### src/rtl/serv_fetch_pkg.sv
// -----------------------------------------------------------------------------
// serv_fetch_pkg
//   Shared definitions for the SERV instruction-fetch controller slice.
//   - STATE_W  : width of the fetch controller state encoding
//   - state_t  : fetch controller states
//   - TMR_W    : width of the fetch timeout counter (covers TIMEOUT up to 65535)
//   - word_align() : clears the byte-offset bits of a 32-bit address
// -----------------------------------------------------------------------------
package serv_fetch_pkg;

  localparam int unsigned STATE_W = 3;
  localparam int unsigned TMR_W   = 16;

  typedef enum logic [STATE_W-1:0] {
    ST_BOOT   = 3'd0,
    ST_FETCH  = 3'd1,
    ST_ERR    = 3'd2,
    ST_DECODE = 3'd3,
    ST_EXEC   = 3'd4,
    ST_HALT   = 3'd5
  } state_t;

  function automatic logic [31:0] word_align(input logic [31:0] a);
    return {a[31:2], 2'b00};
  endfunction

endpackage

### src/rtl/serv_fetch_timer.sv
// -----------------------------------------------------------------------------
// serv_fetch_timer
//   Counts consecutive enabled cycles and flags the cycle in which the count
//   of enabled cycles reaches TIMEOUT.
// Ports:
//   i_clk      : clock, rising edge
//   i_rst_n    : synchronous active-low reset, clears the count
//   i_clr      : synchronous clear (has priority over i_en)
//   i_en       : count this cycle
//   o_expired  : combinational, high in the TIMEOUT-th consecutive enabled cycle
// -----------------------------------------------------------------------------
module serv_fetch_timer
  import serv_fetch_pkg::*;
#(
  parameter int unsigned TIMEOUT = 255
) (
  input  logic i_clk,
  input  logic i_rst_n,
  input  logic i_clr,
  input  logic i_en,
  output logic o_expired
);

  localparam logic [TMR_W-1:0] LAST = TMR_W'(TIMEOUT - 1);

  logic [TMR_W-1:0] r_cnt;

  always_ff @(posedge i_clk) begin
    if (!i_rst_n || i_clr) begin
      r_cnt <= '0;
    end else if (i_en) begin
      r_cnt <= r_cnt + 1'b1;
    end
  end

  // r_cnt holds the number of already completed enabled cycles, so the
  // current cycle is the TIMEOUT-th one when r_cnt == TIMEOUT-1.
  assign o_expired = i_en && (r_cnt == LAST);

endmodule

### src/rtl/serv_fetch_ctrl.sv
// -----------------------------------------------------------------------------
// serv_fetch_ctrl
//   Instruction-fetch sequencer for a SERV-style core. Fetches one word over a
//   Wishbone-classic instruction bus, hands it to the decoder with a one-cycle
//   strobe, waits for the core to retire it, then fetches from the next PC.
//   A fetch that sees no ack for TIMEOUT cycles produces a one-cycle bus error
//   and is retried at the same address.
//
// Optional feature (macro SERV_FETCH_HALT_EN):
//   When defined, retiring an instruction while i_ebreak is high captures the
//   next PC and parks the controller in HALT until i_resume. When undefined,
//   ebreak retires like any other instruction and o_halted is tied low.
//
// Parameters:
//   RESET_PC : first fetch address after reset
//   TIMEOUT  : FETCH cycles without ack before a bus error (1..65535)
// Ports:
//   i_clk          : clock, rising edge
//   i_rst_n        : synchronous active-low reset
//   o_ibus_adr     : fetch address, word aligned
//   o_ibus_cyc     : Wishbone cycle/strobe
//   i_ibus_rdt     : fetched word
//   i_ibus_ack     : Wishbone ack
//   o_dec_rdt      : latched instruction bits [31:2]
//   o_dec_en       : one-cycle decode strobe
//   i_ebreak       : decoder reports ebreak
//   i_next_pc      : next PC from core (bits [1:0] ignored)
//   i_next_pc_vld  : instruction retired, i_next_pc valid
//   i_resume       : leave HALT
//   o_halted       : controller is in HALT
//   o_bus_err      : one-cycle fetch timeout pulse
// -----------------------------------------------------------------------------
module serv_fetch_ctrl
  import serv_fetch_pkg::*;
#(
  parameter logic [31:0] RESET_PC = 32'h0000_0000,
  parameter int unsigned TIMEOUT  = 255
) (
  input  logic        i_clk,
  input  logic        i_rst_n,
  output logic [31:0] o_ibus_adr,
  output logic        o_ibus_cyc,
  input  logic [31:0] i_ibus_rdt,
  input  logic        i_ibus_ack,
  output logic [29:0] o_dec_rdt,
  output logic        o_dec_en,
  input  logic        i_ebreak,
  input  logic [31:0] i_next_pc,
  input  logic        i_next_pc_vld,
  input  logic        i_resume,
  output logic        o_halted,
  output logic        o_bus_err
);

  state_t      r_state;
  logic [31:0] r_adr;
  logic        r_cyc;
  logic [29:0] r_rdt;
  logic        r_dec_en;
  logic        r_bus_err;
  logic        r_halted;

  logic w_in_fetch;
  logic w_tmr_clr;
  logic w_tmr_en;
  logic w_expired;
  logic w_unused;

  assign w_in_fetch = (r_state == ST_FETCH);
  // Ack in the same cycle as expiry keeps the timer disabled, so ack wins.
  assign w_tmr_en   = w_in_fetch && !i_ibus_ack;
  assign w_tmr_clr  = !w_in_fetch || i_ibus_ack;

  serv_fetch_timer #(
    .TIMEOUT (TIMEOUT)
  ) u_timer (
    .i_clk     (i_clk),
    .i_rst_n   (i_rst_n),
    .i_clr     (w_tmr_clr),
    .i_en      (w_tmr_en),
    .o_expired (w_expired)
  );

  always_ff @(posedge i_clk) begin
    if (!i_rst_n) begin
      r_state   <= ST_BOOT;
      r_adr     <= word_align(RESET_PC);
      r_cyc     <= 1'b0;
      r_rdt     <= '0;
      r_dec_en  <= 1'b0;
      r_bus_err <= 1'b0;
      r_halted  <= 1'b0;
    end else begin
      case (r_state)
        ST_BOOT: begin
          r_state <= ST_FETCH;
          r_cyc   <= 1'b1;
        end

        ST_FETCH: begin
          if (i_ibus_ack) begin
            r_rdt    <= i_ibus_rdt[31:2];
            r_cyc    <= 1'b0;
            r_dec_en <= 1'b1;
            r_state  <= ST_DECODE;
          end else if (w_expired) begin
            r_cyc     <= 1'b0;
            r_bus_err <= 1'b1;
            r_state   <= ST_ERR;
          end
        end

        ST_ERR: begin
          r_bus_err <= 1'b0;
          r_cyc     <= 1'b1;
          r_state   <= ST_FETCH;
        end

        ST_DECODE: begin
          r_dec_en <= 1'b0;
          r_state  <= ST_EXEC;
        end

        ST_EXEC: begin
          if (i_next_pc_vld) begin
            r_adr <= word_align(i_next_pc);
`ifdef SERV_FETCH_HALT_EN
            if (i_ebreak) begin
              r_halted <= 1'b1;
              r_state  <= ST_HALT;
            end else begin
              r_cyc   <= 1'b1;
              r_state <= ST_FETCH;
            end
`else
            r_cyc   <= 1'b1;
            r_state <= ST_FETCH;
`endif
          end
        end

`ifdef SERV_FETCH_HALT_EN
        ST_HALT: begin
          if (i_resume) begin
            r_halted <= 1'b0;
            r_cyc    <= 1'b1;
            r_state  <= ST_FETCH;
          end
        end
`endif

        default: begin
          r_cyc    <= 1'b0;
          r_dec_en <= 1'b0;
          r_halted <= 1'b0;
          r_state  <= ST_BOOT;
        end
      endcase
    end
  end

  assign o_ibus_adr = r_adr;
  assign o_ibus_cyc = r_cyc;
  assign o_dec_rdt  = r_rdt;
  assign o_dec_en   = r_dec_en;
  assign o_bus_err  = r_bus_err;

`ifdef SERV_FETCH_HALT_EN
  assign o_halted = r_halted;
  assign w_unused = ^i_ibus_rdt[1:0];
`else
  assign o_halted = 1'b0;
  assign w_unused = ^{i_ibus_rdt[1:0], i_ebreak, i_resume, r_halted};
`endif

endmodule

### config.mk
export PLATFORM = sky130hd
export DESIGN_NAME = serv_fetch_ctrl
export DESIGN_NICKNAME = d
export VERILOG_FILES = /design/src/rtl/serv_fetch_pkg.sv /design/src/rtl/serv_fetch_timer.sv /design/src/rtl/serv_fetch_ctrl.sv
export SDC_FILE = /design/constraint.sdc
export NUM_CORES = 1
export LEC_CHECK = 0
export ABC_AREA = 1
export CAP_MARGIN = 20
export CORE_MARGIN = 1.5
export CORE_UTILIZATION = 35
export DETAILED_ROUTE_END_ITERATION = 6
export PLACE_DENSITY = 0.68
export SETUP_SLACK_MARGIN = 0.1
export SLEW_MARGIN = 10
export SYNTH_ARGS = -nofsm -noshare
export SYNTH_HDL_FRONTEND = slang
export SYNTH_HIERARCHICAL = 1
export SYNTH_SLANG_ARGS = --single-unit
### constraint.sdc
create_clock -name i_clk -period 2.49 [get_ports i_clk]
set_input_delay 0.249 -clock i_clk [delete_from_list [all_inputs] [get_ports i_clk]]
set_output_delay 0.249 -clock i_clk [all_outputs]
set_load 0.03 [all_outputs]
==> impl_results.md <==
- Crit-path max FO: 4
- Pleak: 1.75 nW
- Final setup violation count: 0
- Mapped Area: 3290 µm²
- Top-area cell type share of the netlist area: 49.9%
- RSZ-0062 raised after global routing: no
- Rows: 35
- Mapped Cells: 438
- Top-count cell post-synth: nor2_1
- Largest net degree at the start of global routing: 66
- Hold Crit Class: input port to register
- Main synth FF type: dfxtp_1
- Root buffer cell: clkbuf_8
- Vias: 3063
- Distinct cells, synth: 28
- Sw Pwr: 0.000731 W
- Post-synth EDFFs: 0
- Most used routing layer: met2
- Hpwl dp: 5.73 mm
- Vias in the first global route: 2833
- Cell Int Power: 0.00217 W
- Met1 Usage GRT: 18.4%
- Critical path buffers and inverters: 3
- Proportion of layout cells with a drive suffix above 1: 6.06%
- Reg power frac: 48.0%
- CP peak stage delay: 380 ps
- Slew Limit Headroom: 62.5%
- Routed len/inst: 11.7 µm
- Setup crit end kind: register
- Post-synth ARST share: 0%
- Final WS setup: 616 ps
- Setup Skew: 9.10 ps
- Max-cap violations: 0
- DRT iter0 DRCs: 111
- Register area share after synthesis: 49.9%
- M2 GR Usage: 28.0%
- CTS Hold Buffers Added: 0
- Utilization after layout: 52.2%
- Clk network pwr share: 35.9%
- Period utilization: 75.3%
- Fmax: 0.533 GHz
- Worst Hold Depth: 5
- CP Class: register to register
- Syn avg cell area: 7.51 µm²
- Met3 GRT Util: 3.97%
- GP Congestion: 0.877
- Antenna violations before repair: 0
- WP data required: 2720 ps
- Worst hold path startpoint: i_rst_n
- Total GRT Usage: 15.8%
- Least-Margin Pin Slew: 563 ps
- TritonCTS clock tree: yes
- RR Startpoint: r_state[0]$_SDFFE_PN0P_
- TritonCTS Buffers: 9
- H-tree depth: 3
- Core area: 9200 µm²
- Area growth syn-to-layout: 45.9%
- Combinational power share: 16.1%
- Die area: 9990 µm²
- CP max stage cell: dfxtp_1
- Worst r2r path cells: 13
- Fillers: 883
- 1st-pass router iterations: 4
- Dpl ws: 515 ps
- Worst hold endpoint: u_timer/r_cnt[12]$_SDFFE_PP0P_
- Initial Util: 35.8%
- Synth area leader: dfxtp_1
- # nets final: 629
- Antenna viol nets, final: 0
- FF-to-FF End: r_state[0]$_SDFFE_PN0P_
- Crit-path cells: inv_2, nor2_4, nand2_1, nor2_2, inv_1, nor3_1, nand4_1, nor2_1, inv_1, nand4_1, nand2_1, nor2_1, nor2_1
- Total routed wirelength: 7.87 mm
- Final worst path period need: 1870 ps
- Switching share of power: 25.2%
- Yosys warnings: 6
- Delay-heaviest family, CP: simple AND/OR/NAND/NOR gates
- Max clock buf depth: 2
- Post-CTS setup buffers: 0
- Die W: 99.9 µm
- Final Hold Vio Count: 0
- Status: completed
- ANT cells: 0
- Worst path most repeated cell: nor2_1
- IO Port Bufs: 126
- CTS sink cnt: 82
- Die Y: 99.9 µm
- Arrival time at the worst endpoint: 2110 ps
- Setup TNS: 0 ps
- Global-route wire length before repair: 12.7 mm
- Yosys reg bits: 82
- Placed cells: 657
- Clock Latency Late Sink: 340 ps
- Slew Viols, Final: 0
- Non-Filler Instances: 672
- Vias/cell: 4.56
- Cts repair resizes: 0
- DRC Markers: 0
- Worst VDD drop: 0.300 mV
- Synth area leaders: dfxtp_1, nor2_1, o21ai_0
- Top-Level Pins: 136
- Clock-pin slew on the worst setup and hold paths: 80 ps
- Worst reg2reg setup slack: 620 ps
- Post-synth top cells: nor2_1, dfxtp_1, inv_1
- PwrDens: 604 nW/µm²
- Worst setup SP type: register
- Gr ovfl total: 0
==> worst max-delay path by stage <==
| stage | from | end | slack (ps) | depth (start not counted) |
|---|---|---|---|---|
| 2_1_floorplan | r_state[0]$_SDFFE_PN0P_ | r_state[0]$_SDFFE_PN0P_ | 750 | 14 |
| 3_3_place_gp | i_ibus_ack | r_state[0]$_SDFFE_PN0P_ | 550 | 11 |
| 3_5_place_dp | i_ibus_ack | r_state[0]$_SDFFE_PN0P_ | 510 | 11 |
| 4_1_cts | r_state[0]$_SDFFE_PN0P_ | r_state[0]$_SDFFE_PN0P_ | 620 | 13 |
| 5_1_grt | r_state[0]$_SDFFE_PN0P_ | r_state[1]$_SDFFE_PN0P_ | 330 | 12 |
| 6_report | r_state[0]$_SDFFE_PN0P_ | r_state[0]$_SDFFE_PN0P_ | 620 | 13 |
==> state kept, by name, indices dropped and copies added (netlist names) <==
register	cells
o_bus_err	1
o_dec_en	1
o_dec_rdt	30
o_ibus_adr	30
o_ibus_cyc	1
r_state	3
u_timer/r_cnt	16
==> cells in the final DEF, fill, tap and decap left out, drive strengths merged, types with 3 or more instances in the layout <==
master / netlist / routed
clkdlybuf4s50: 0 / 125
nor2: 98 / 98
dfxtp: 82 / 82
o21ai: 65 / 65
inv: 57 / 57
nand2: 40 / 40
a21oi: 39 / 39
nand3: 13 / 13
clkbuf: 10 / 10
nand4: 7 / 7
buf: 14 / 5
nor3: 4 / 4
conb: 1 / 3
clkinv: 0 / 3
==> worst reg2reg max path, delay by kind of cell (launching register included) <==
family                 cells  cell delay (ps)
AND/OR/NAND/NOR           10             1190
flip-flops                 1              380
buffers and inverters      3              190
==> logic make-up (layout without fill, tap and decap cells) <==
kind of cell / after synthesis / count (layout) / synth area share, %
and+or+nand+nor: 163 / 163 / 21.5
AOI/OAI and AO/OA: 107 / 107 / 16.5
DFF: 82 / 82 / 49.9
buffers and inverters: 81 / 202 / 10.8
adders and majority gates: 2 / 2 / 0.761
xor gates and xnor gates: 2 / 2 / 0.533
other: 1 / 3 / 0.114
==> power by group through the flow <==
stage / Clock, W / Sequential (W) / Combinational, W
floorplan: 0 / 0.00152 / 0.000157
global placement: 0 / 0.00142 / 0.000465
detailed placement: 0 / 0.00143 / 0.000470
CTS: 0.00108 / 0.00139 / 0.000472
global route: 0.00114 / 0.00140 / 0.000509
finish: 0.00104 / 0.00139 / 0.000467
==> per-stage QoR <==
step	instance area (µm²)	hold slack (ps)	total power [W]
2_1_floorplan	3300	412	0.00168
3_3_place_gp	4580	432	0.00189
3_5_place_dp	4580	438	0.00189
4_1_cts	4800	300	0.00295
5_1_grt	4800	336	0.00305
6_report	4800	323	0.00290
==> per-layer routing <==
metal	share of wire [%]	routed length (µm)
met5	0	0
met4	2.1	162
met3	4.3	335
met2	48	3760
met1	46	3620
==> area by class of cell <==
cell class	instances	area (µm²)	area share (%)
timing repair buffer	130	1290	26.8
tap	111	139	2.89
multi-input combinational	277	1300	27.1
clock inverter	5	78.8	1.64
clock buffer	10	138	2.87
sequential	82	1640	34.2
inverter	57	214	4.46
(Power assumes the default switching activity.)
